**config.mk**
```make
export PLATFORM = sky130hd
export DESIGN_NAME = pc_fetch_unit
export DESIGN_NICKNAME = d
export VERILOG_FILES = /design/src/rtl/pc_fetch_unit.sv
export SDC_FILE = /design/constraint.sdc
export NUM_CORES = 1
export LEC_CHECK = 0
export ABC_CLOCK_PERIOD_IN_PS = 5700
export BUFFER_PORTS_ARGS = -buffer_cell sky130_fd_sc_hd__buf_2
export CORE_ASPECT_RATIO = 0.8
export CORE_UTILIZATION = 50
export CTS_BUF_LIST = sky130_fd_sc_hd__clkbuf_4
export DETAILED_ROUTE_END_ITERATION = 16
export MAX_ROUTING_LAYER = met4
export PLACE_DENSITY_LB_ADDON = 0.08
export SKIP_LAST_GASP = 1
export SYNTH_ARGS = -nofsm -noshare
export SYNTH_HDL_FRONTEND = slang
export SYNTH_SLANG_ARGS = --single-unit
```
**constraint.sdc**
```tcl
create_clock -name clk -period 5.7 [get_ports clk]
set_clock_uncertainty 0.05 [all_clocks]
set_input_delay 0.285 -clock clk [delete_from_list [all_inputs] [get_ports clk]]
set_output_delay 0.285 -clock clk [all_outputs]
set_load 0.1 [all_outputs]
```
**src/rtl/pc_fetch_unit.sv**
```systemverilog
// Program counter and next-address stage for the single-cycle MIPS datapath.
// Word-addressed fetch with jr/jump/branch redirects; halts once the next PC leaves instruction memory.
module pc_fetch_unit #(
  parameter logic [31:0] RESET_PC  = 32'd0,
  parameter int unsigned MEM_WORDS = 32
) (
  input  logic        clk,
  input  logic        reset,
  input  logic        stall,
  input  logic        branch_taken,
  input  logic [15:0] branch_offset,
  input  logic        jump,
  input  logic [25:0] jump_target,
  input  logic        jr_sel,
  input  logic [31:0] jr_target,
  output logic [31:0] pc,
  output logic [31:0] pc_plus1,
  output logic        fetch_valid,
  output logic        halted,
  output logic [31:0] instr_count
);

  localparam logic [31:0] MEM_LIMIT = 32'(MEM_WORDS);

  typedef enum logic [1:0] {
    IDLE,
    RUN,
    HALT
  } state_t;

  state_t      state;
  state_t      state_next;
  logic [31:0] next_pc;
  logic [31:0] pc_next;
  logic [31:0] count_next;
  logic [31:0] branch_ext;

  assign pc_plus1    = pc + 32'd1;
  assign branch_ext  = {{16{branch_offset[15]}}, branch_offset};
  assign fetch_valid = (state == RUN);
  assign halted      = (state == HALT);

  // Redirect priority: jr beats jump beats branch; losers are dropped.
  always_comb begin
    next_pc = pc_plus1;
    if (jr_sel) begin
      next_pc = jr_target;
    end else if (jump) begin
      next_pc = {pc_plus1[31:26], jump_target};
    end else if (branch_taken) begin
      next_pc = pc_plus1 + branch_ext;
    end
  end

  always_comb begin
    state_next = state;
    pc_next    = pc;
    count_next = instr_count;
    case (state)
      IDLE: state_next = RUN;
      RUN: begin
        if (!stall) begin
          // The instruction at pc retires even when its successor is out of range.
          count_next = instr_count + 32'd1;
          if (next_pc < MEM_LIMIT) begin
            pc_next = next_pc;
          end else begin
            state_next = HALT;
          end
        end
      end
      HALT: state_next = HALT;
      default: state_next = IDLE;
    endcase
  end

  always_ff @(posedge clk) begin
    if (reset) begin
      state       <= IDLE;
      pc          <= RESET_PC;
      instr_count <= 32'd0;
    end else begin
      state       <= state_next;
      pc          <= pc_next;
      instr_count <= count_next;
    end
  end

endmodule

```
# [Word level (Yosys, flattened, before mapping)]
# Cells that the tools add are included.
[totals] input_bits=80 word_cells=22 output_inout_bits=98 ff_bits=66
[classes] eq_ne=4 add_sub_neg=3 reduce_logical=4 bitwise_logic=1 n_mux=6 magnitude_cmp=1
[op_table] op="32-bit 2-to-1 mux" n=3
[op_table] op="32-bit by 1-bit adder with 32-bit output (second input constant)" n=2
[op_table] op="32-bit adder" n=1
[op_table] op="32-bit by 6-bit less-than comparator with 1-bit output (second input constant)" n=1
[op_table] op="2-bit case mux with 3 select lines" n=1
[op_table] op="2-bit 2-to-1 mux" n=2
[op_table] op="2-bit != test (second input constant)" n=2
[op_table] op="2-bit AND reduction" n=2
[op_table] op="3-bit AND reduction" n=1
[op_table] op="2-bit by 1-bit == test with 1-bit output (second input constant)" n=1
[op_table] op="2-bit == test (second input constant)" n=1
[op_table] op="2-bit zero test" n=1
[op_table] op="1-bit NOT" n=1

# [Depth between registers and ports, before layout]
# Gate-level depths: netlist of the first run.
[depth] word_depth=9 ltp_mapped=22 mapped_depth_nobuf=19

# [Worst setup path before layout of the first run]
# OpenSTA, ideal clock, no wires.
[synth_path] kind="reg2reg" from="register pc[0]" to="register pc[4]" setup_ns=0.089 path_stages_with_launch=22 synth_period_minus_slack_ns=7.157 n_path_buf=3 arrival_time_ns=7.019 path_slack_ns=-1.457 required_ns=5.561 path_cell_list="dfxtp_1 > ha_1 > nand3_2 > nor4_4 > and2_1 > buf_4 > nand3_1 > xnor2_1 > ha_1 > clkbuf_1 > nand4_1 > nor3_1 > nand2_1 > o311ai_0 > a2111oi_0 > o211ai_1 > or4_4 > nor4_4 > and4_4 > buf_8 > a21oi_1 > a311oi_2"
[synth_via] elab_chain_cells=7
[synth_rtl] item="start, declared" line="16" source="output logic [31:0] pc,"
[synth_rtl] item="start signal, assigned" line="84" source="pc <= pc_next;"
[synth_rtl] item="32-bit by 1-bit adder with 32-bit output (*)" line="38" source="assign pc_plus1 = pc + 32'd1;"
[synth_rtl] item="named net pc_plus1[24]" line="17" source="output logic [31:0] pc_plus1,"
[synth_rtl] item="32-bit adder" line="51" source="next_pc = pc_plus1 + branch_ext;"
[synth_rtl] item="32-bit 2-to-1 mux (*)" line="50" source="end else if (branch_taken) begin"
[synth_rtl] item="32-bit 2-to-1 mux (*)" line="48" source="end else if (jump) begin"
[synth_rtl] item="32-bit 2-to-1 mux (*)" line="46" source="if (jr_sel) begin"
[synth_rtl] item="32-bit by 6-bit less-than comparator with 1-bit output (*)" line="65" source="if (next_pc < MEM_LIMIT) begin"
[synth_rtl] item="3-bit AND reduction (no line) (*)"
# The timed path passes the listed nets; every way through them passes the cells marked *.
# A chain may end at the register's enable or synchronous reset.

# [Worst setup path after layout of the first run]
[layout_path] from="register pc[0]" to="register pc[3]"
[layout_via] elab_chain_cells=7
[layout_rtl] item="32-bit by 1-bit adder with 32-bit output (*)" line="38"
[layout_rtl] item="32-bit adder" line="51"
[layout_rtl] item="32-bit 2-to-1 mux" line="50"
[layout_rtl] item="32-bit 2-to-1 mux (*)" line="48"
[layout_rtl] item="32-bit 2-to-1 mux (*)" line="46"
[layout_rtl] item="32-bit by 6-bit less-than comparator with 1-bit output" line="65"
[layout_rtl] item="3-bit AND reduction (no line)"
# Every way passes the cells marked *; elsewhere a longest branch is shown, timed or not.

==> impl_metrics.csv, run 1 <==
group,metric,value,unit
global_route,grt_pass1_vias,6119,
layout,nets,1078,
logic_synthesis,ys_types,72,
run_status,run_status,"finished, final reports clean",
floorplanning,num_rows,35,
drt,viasPerCell,6.09,
power_and_ir_drop,power_density,140,nW/µm²
setup_path,reg2reg_setup_slack,0.34,ns
global_route,gr-usage-all-layers,0.358,
clocking,cts_root_buffer,"clkbuf_4",
layout,drive_above_1_share,0.283,
layout,final_common_cell,"buf_2",
setup_path,worstReg2RegEnd,"pc[3]",
timing,hold_slack,0.267,ns
drt,wire_per_inst,19.3,µm
floorplanning,fp.coreArea,11500,µm²
logic_synthesis,synth_cells,793,
min_path,min_path_type,"input pin to flop",
layout,diodes,0,
timing,layout_min_cycle_time,5.36,ns
floorplanning,ios,178,
logic_synthesis,synth_ff_type,"dfxtp_1",
timing,finalCritPeriodShare,0.940,
timing,setup-tns-final,0,ns
logic_synthesis,async_flop_share,0,
layout,ff_latch_area,1360,µm²
logic_synthesis,synth_edf_count,0,
setup_path,end_kind,"flop",
layout,mostFrequentLayoutCells,"buf_2, nand2_1, nor2_1",
floorplanning,die_h,99.1,µm
setup_path,worst_ep_arrival_time,5.63,ns
setup_path,criticalPathCategory,"flop to flop",
global_route,grt_max_degree,41,
placement,dpl.cell_count,1095,
drt,drcViolationCount,0,
timing,fmax,187,MHz
placement,hpwl,17300,µm
drt,drt_iter0_drc,616,
layout,fill_cells,1057,
global_route,grt_overflow_total,0,
logic_synthesis,syn_area,5890,µm²
logic_synthesis,ys_ff_latch,66,
min_path,hold_start,"stall",
timing,worstMarginPinSlew,0.799,ns
setup_path,worst_ep_required_time,5.97,ns
timing,relSlewSlack,0.466,
timing,setup_viol,0,
min_path,whs_endpoint,"state[1]",
floorplanning,dieArea,12200,µm²
logic_synthesis,synthesis.nets,911,
power_and_ir_drop,power.static_leakage,3.42,nW
clocking,clock_sinks,66,
min_path,hold_depth,4,
setup_path,reg2regPathDepth,20,
clocking,cts_tree,"done",
global_route,grt_antenna_before_repair,1,
drt,via_count,6783,
clocking,ctsHoldBuffers,0,
floorplanning,dieWidth,123,µm
drt,antenna_left,0,
logic_synthesis,synth_area_per_cell,7.43,µm²
placement,gp_congestion,1.01,
clocking,htree_levels,3,
timing,rsz0062_at_grt,"no",
layout,areaGrowthSynthToFinish,23.9,%
global_route,grt_first_pass_wirelength,32800,µm
setup_path,worst-path-max-fanout,10,
timing,finalHoldViolCount,0,
clocking,clockBufferDepth,2,
drt,routed_wl,21500,µm
placement,io_buffers,177,
power_and_ir_drop,ir_worst_vdd,0.163,mV
setup_path,critPathLaunchType,"flop",
job,max_cap_viol_count,0,
setup_path,crit_start,"pc[0]",
layout,multiInputGateArea,4580,µm²
setup_path,timing.rr.start,"pc[0]",
clocking,clk_pin_slew,0.11,ns
floorplanning,start_util,0.512,
logic_synthesis,yosysSeqAreaShare,0.224,
timing,drv_slew,0,
layout,fin_cells,1113,
logic_synthesis,synth_warnings,0,
drt,first_pass_iters,7,
clocking,numCtsBuffers,9,
clocking,worst_skew_pair.late_latency,0.42,ns
metal layers:
| layer | up-vias | GRT usage | routed length [µm] |
|---|---|---|---|
| li1 | 3223 | - | - |
| met1 | 3179 | 0.491 | 9640 |
| met2 | 351 | 0.548 | 9610 |
| met3 | 30 | 0.0705 | 1940 |
| met4 | 0 | 0.0639 | 335 |
| met5 | - | - | 0 |
area by class of cell:
cell class / instances / area share
repair buffers: 190 / 0.135
flip-flops and latches: 66 / 0.186
inverters: 22 / 0.0113
well taps: 148 / 0.0254
clock buffers: 9 / 0.00925
clock inverters: 7 / 0.00583
multi-input cells: 671 / 0.628
cells by family (layout without fill, tap and decap cells):
kind of cell    after synthesis  in the layout  share of synthesized area
simple gates                357            357                      0.313
flops                        66             66                      0.224
mux                           7              7                     0.0123
xor+xnor                     72             72                      0.107
fa+ha+maj                    38             38                     0.0819
compound gates              197            197                      0.221
buf+inv                      56            228                     0.0408
Yosys cell counts, drive strengths merged (9+ instances only):
| cell type | count | share of area |
|---|---|---|
| nand2 | 84 | 0.053 |
| nor2 | 74 | 0.047 |
| a21oi | 67 | 0.059 |
| dfxtp | 66 | 0.22 |
| nand3 | 41 | 0.037 |
| xor2 | 40 | 0.059 |
| o21ai | 38 | 0.032 |
| ha | 37 | 0.079 |
| and2 | 32 | 0.034 |
| xnor2 | 32 | 0.048 |
| nor3 | 28 | 0.024 |
| clkbuf | 25 | 0.016 |
| and3 | 23 | 0.025 |
| inv | 21 | 0.013 |
| nand4 | 17 | 0.018 |
| nor4 | 12 | 0.020 |
| or3 | 12 | 0.013 |
| nand2b | 10 | 0.011 |
| a211oi | 9 | 0.011 |
| buf | 9 | 0.011 |
through the flow:
stage	area (µm²)	worst slack (ns)	utilization	total power, W
3_3_place_gp	7170	0.573	0.623	0.000762
3_5_place_dp	7170	0.281	0.623	0.000768
2_1_floorplan	6180	0.00531	-	0.000684
4_1_cts	7280	0.238	0.632	0.00102
6_report	7300	0.343	0.634	0.00102
5_1_grt	7300	0.0401	0.634	0.00107
how the worst max path moves through the flow:
stage | to | slack (ns) | depth (start not counted)
3_5_place_dp | pc[3] | 0.28 | 19
5_1_grt | pc[3] | 0.04 | 20
3_3_place_gp | pc[19] | 0.57 | 19
2_1_floorplan | pc[23] | 0.005 | 21
4_1_cts | pc[3] | 0.24 | 19
6_report | pc[3] | 0.34 | 20
worst max-delay path, cell delays in order (launching register included):
cell	delay, ns
dfxtp_4	0.40
ha_1	0.21
nand3_2	0.22
nor4_4	0.43
and2_1	0.21
nand2_1	0.08
nor2_1	0.26
xor2_4	0.19
ha_1	0.35
nand2_1	0.10
nor2_1	0.04
a211oi_1	0.26
o311ai_0	0.24
a2111oi_0	0.37
o211ai_1	0.17
or4_4	0.55
nor4_4	0.31
and4_4	0.28
buf_4	0.19
a21oi_1	0.10
a311oi_2	0.25
report_power, final:
part	switching (W)	leakage, nW	total [W]	internal [W]
logic	0.000205	2.80	0.000291	0.0000857
registers	0.00000728	0.543	0.000474	0.000467
clock network	0.000170	0.0706	0.000258	0.0000886
state kept, by name, indices dropped and copies added (netlist names):
register,count
pc,32
state,2
instr_count,32
timing repair:
action	CTS	global route
resized for setup	0	1
setup buffers	0	2
endpoints found under the setup margin	0	26
Power figures use the tool's default switching activity.
==> run 2, diff against run 1 <==
--- a/config.mk
+++ b/config.mk
@@ -12,8 +12,9 @@
 export CTS_BUF_LIST = sky130_fd_sc_hd__clkbuf_4
 export DETAILED_ROUTE_END_ITERATION = 16
 export MAX_ROUTING_LAYER = met4
-export PLACE_DENSITY_LB_ADDON = 0.08
+export PLACE_DENSITY = 0.77
 export SKIP_LAST_GASP = 1
 export SYNTH_ARGS = -nofsm -noshare
 export SYNTH_HDL_FRONTEND = slang
 export SYNTH_SLANG_ARGS = --single-unit
+export TNS_END_PERCENT = 50
==> impl_metrics.csv, run 2 (synthesized netlist as in run 1, its figures left out) <==
group,metric,value,unit
placement,gp_congestion,1.06,
timing,rsz0062_at_grt,"no",
layout,post-route-util,0.631,
clocking,post_cts_resized,0,
run_status,run_status,"finished, final reports clean",
global_route,grt_antenna_before_repair,0,
floorplanning,num_rows,35,
timing,fmax,190,MHz
power_and_ir_drop,power_density,137,nW/µm²
timing,finalCritPeriodShare,0.922,
setup_path,worst-path-max-fanout,27,
min_path,min_path_type,"input pin to flop",
power_and_ir_drop,power.static_leakage,3.40,nW
setup_path,worst_ep_required_time,5.93,ns
drt,antenna_left,0,
drt,routed_wl,19500,µm
clocking,numCtsBuffers,9,
clocking,post_cts_buffers,0,
timing,setup_viol,0,
timing,relSlewSlack,0.423,
floorplanning,fp.coreArea,11500,µm²
setup_path,end_kind,"flop",
global_route,grt_max_degree,41,
layout,diodes,0,
floorplanning,dieWidth,123,µm
timing,hold_slack,0.269,ns
drt,first_pass_iters,5,
job,max_cap_viol_count,0,
timing,fin_ws,0.444,ns
clocking,htree_levels,3,
floorplanning,die_h,99.1,µm
layout,fill_cells,1105,
global_route,grt_first_pass_wirelength,30700,µm
placement,pre_cts_slack,0.460,ns
setup_path,critPathLaunchType,"flop",
setup_path,criticalPathCategory,"flop to flop",
clocking,worst_skew_pair.late_latency,0.39,ns
placement,hpwl,15600,µm
layout,drive_above_1_share,0.277,
global_route,gr-usage-all-layers,0.332,
clocking,ctsHoldBuffers,0,
clocking,cts_root_buffer,"clkbuf_4",
floorplanning,dieArea,12200,µm²
drt,viasPerCell,5.94,
drt,wire_per_inst,17.5,µm
layout,reg_top3,"instr_count (32), pc (32), state (2)",
drt,via_count,6592,
drt,drt_iter0_drc,704,
global_route,grt_pass1_vias,5868,
floorplanning,start_util,0.512,
layout,mostFrequentLayoutCells,"buf_2, nand2_1, nor2_1",
clocking,cts_tree,"done",
placement,io_buffers,177,
layout,final_common_cell,"buf_2",
timing,layout_min_cycle_time,5.26,ns
clocking,clockBufferDepth,2,
drt,drcViolationCount,0,
layout,areaGrowthSynthToFinish,23.3,%
clocking,clock_sinks,66,
layout,nets,1075,
floorplanning,ios,178,
global_route,grt_overflow_total,0,
timing,finalHoldViolCount,0,
power_and_ir_drop,ir_worst_vdd,0.183,mV
timing,drv_slew,0,
clocking,clk_pin_slew,0.11,ns
setup_path,worst_ep_arrival_time,5.48,ns
timing,setup-tns-final,0,ns
timing,worstMarginPinSlew,0.863,ns
==> run 2: changes by cell type in the layout (fill, tap and decap cells not counted), moves of 2 or more <==
cell,before,now
buf_4,13,10
clkbuf_4,9,11
clkinv_1,1,4
inv_4,3,0
==> run 2: per-layer routing <==
layer | vias to the layer above | track usage | part of all wire
met1 | 3006 | 0.462 | 0.45
met2 | 324 | 0.479 | 0.43
li1 | 3230 | - | -
met5 | - | - | 0
met4 | 0 | 0.0908 | 0.022
met3 | 32 | 0.0763 | 0.099
==> run 2: final timing paths <==
check                                      from               to  slack (ns)  cells past startpoint
worst max-delay path                      pc[2]           pc[30]        0.44                     17
worst min-delay path               jr_target[0]            pc[0]        0.27                      3
worst max register to register            pc[2]           pc[30]        0.44                     17
worst min register to register  instr_count[31]  instr_count[31]        0.45                      2
==> run 2: power by group <==
part | switching [W] | leakage (nW) | internal, W | total, W
registers | 0.00000608 | 0.543 | 0.000467 | 0.000473
clock network | 0.000148 | 0.0631 | 0.0000941 | 0.000242
logic | 0.000199 | 2.79 | 0.0000862 | 0.000285
total | 0.000352 | 3.40 | 0.000647 | 0.000999
==> run 2: critical path: stages (launching register included) <==
cell and delay (ns):
dfxtp_2 0.41, nand4_1 0.27, nor4_2 0.41, and3_1 0.40, and3_4 0.26, xor2_4 0.17
ha_1 0.36, a21oi_1 0.18, nor2_1 0.05, a211oi_1 0.23, o311ai_0 0.19, a2111oi_0 0.31
o211ai_1 0.15, or4_4 0.54, nor4_4 0.29, and4_4 0.38, a21oi_2 0.24, and2_1 0.25
==> run 2: area by class of cell <==
| cell class | count | area, µm² | area share |
|---|---|---|---|
| inverters | 22 | 82.6 | 0.0114 |
| multi-input cells | 671 | 4580 | 0.630 |
| flip-flops and latches | 66 | 1360 | 0.187 |
| clock inverters | 5 | 21.3 | 0.00293 |
| repair buffers | 187 | 961 | 0.132 |
| well taps | 148 | 185 | 0.0255 |
| clock buffers | 11 | 82.6 | 0.0114 |
==> run 2: stage by stage <==
| step | power, W | cells | instance area (µm²) |
|---|---|---|---|
| after floorplan | 0.000684 | 793 | 6180 |
| after detailed placement | 0.000764 | 1092 | 7150 |
| after global routing | 0.00105 | 1110 | 7270 |
| final | 0.000999 | 1110 | 7270 |
| after CTS | 0.00101 | 1108 | 7260 |
| after global placement | 0.000762 | 1092 | 7150 |
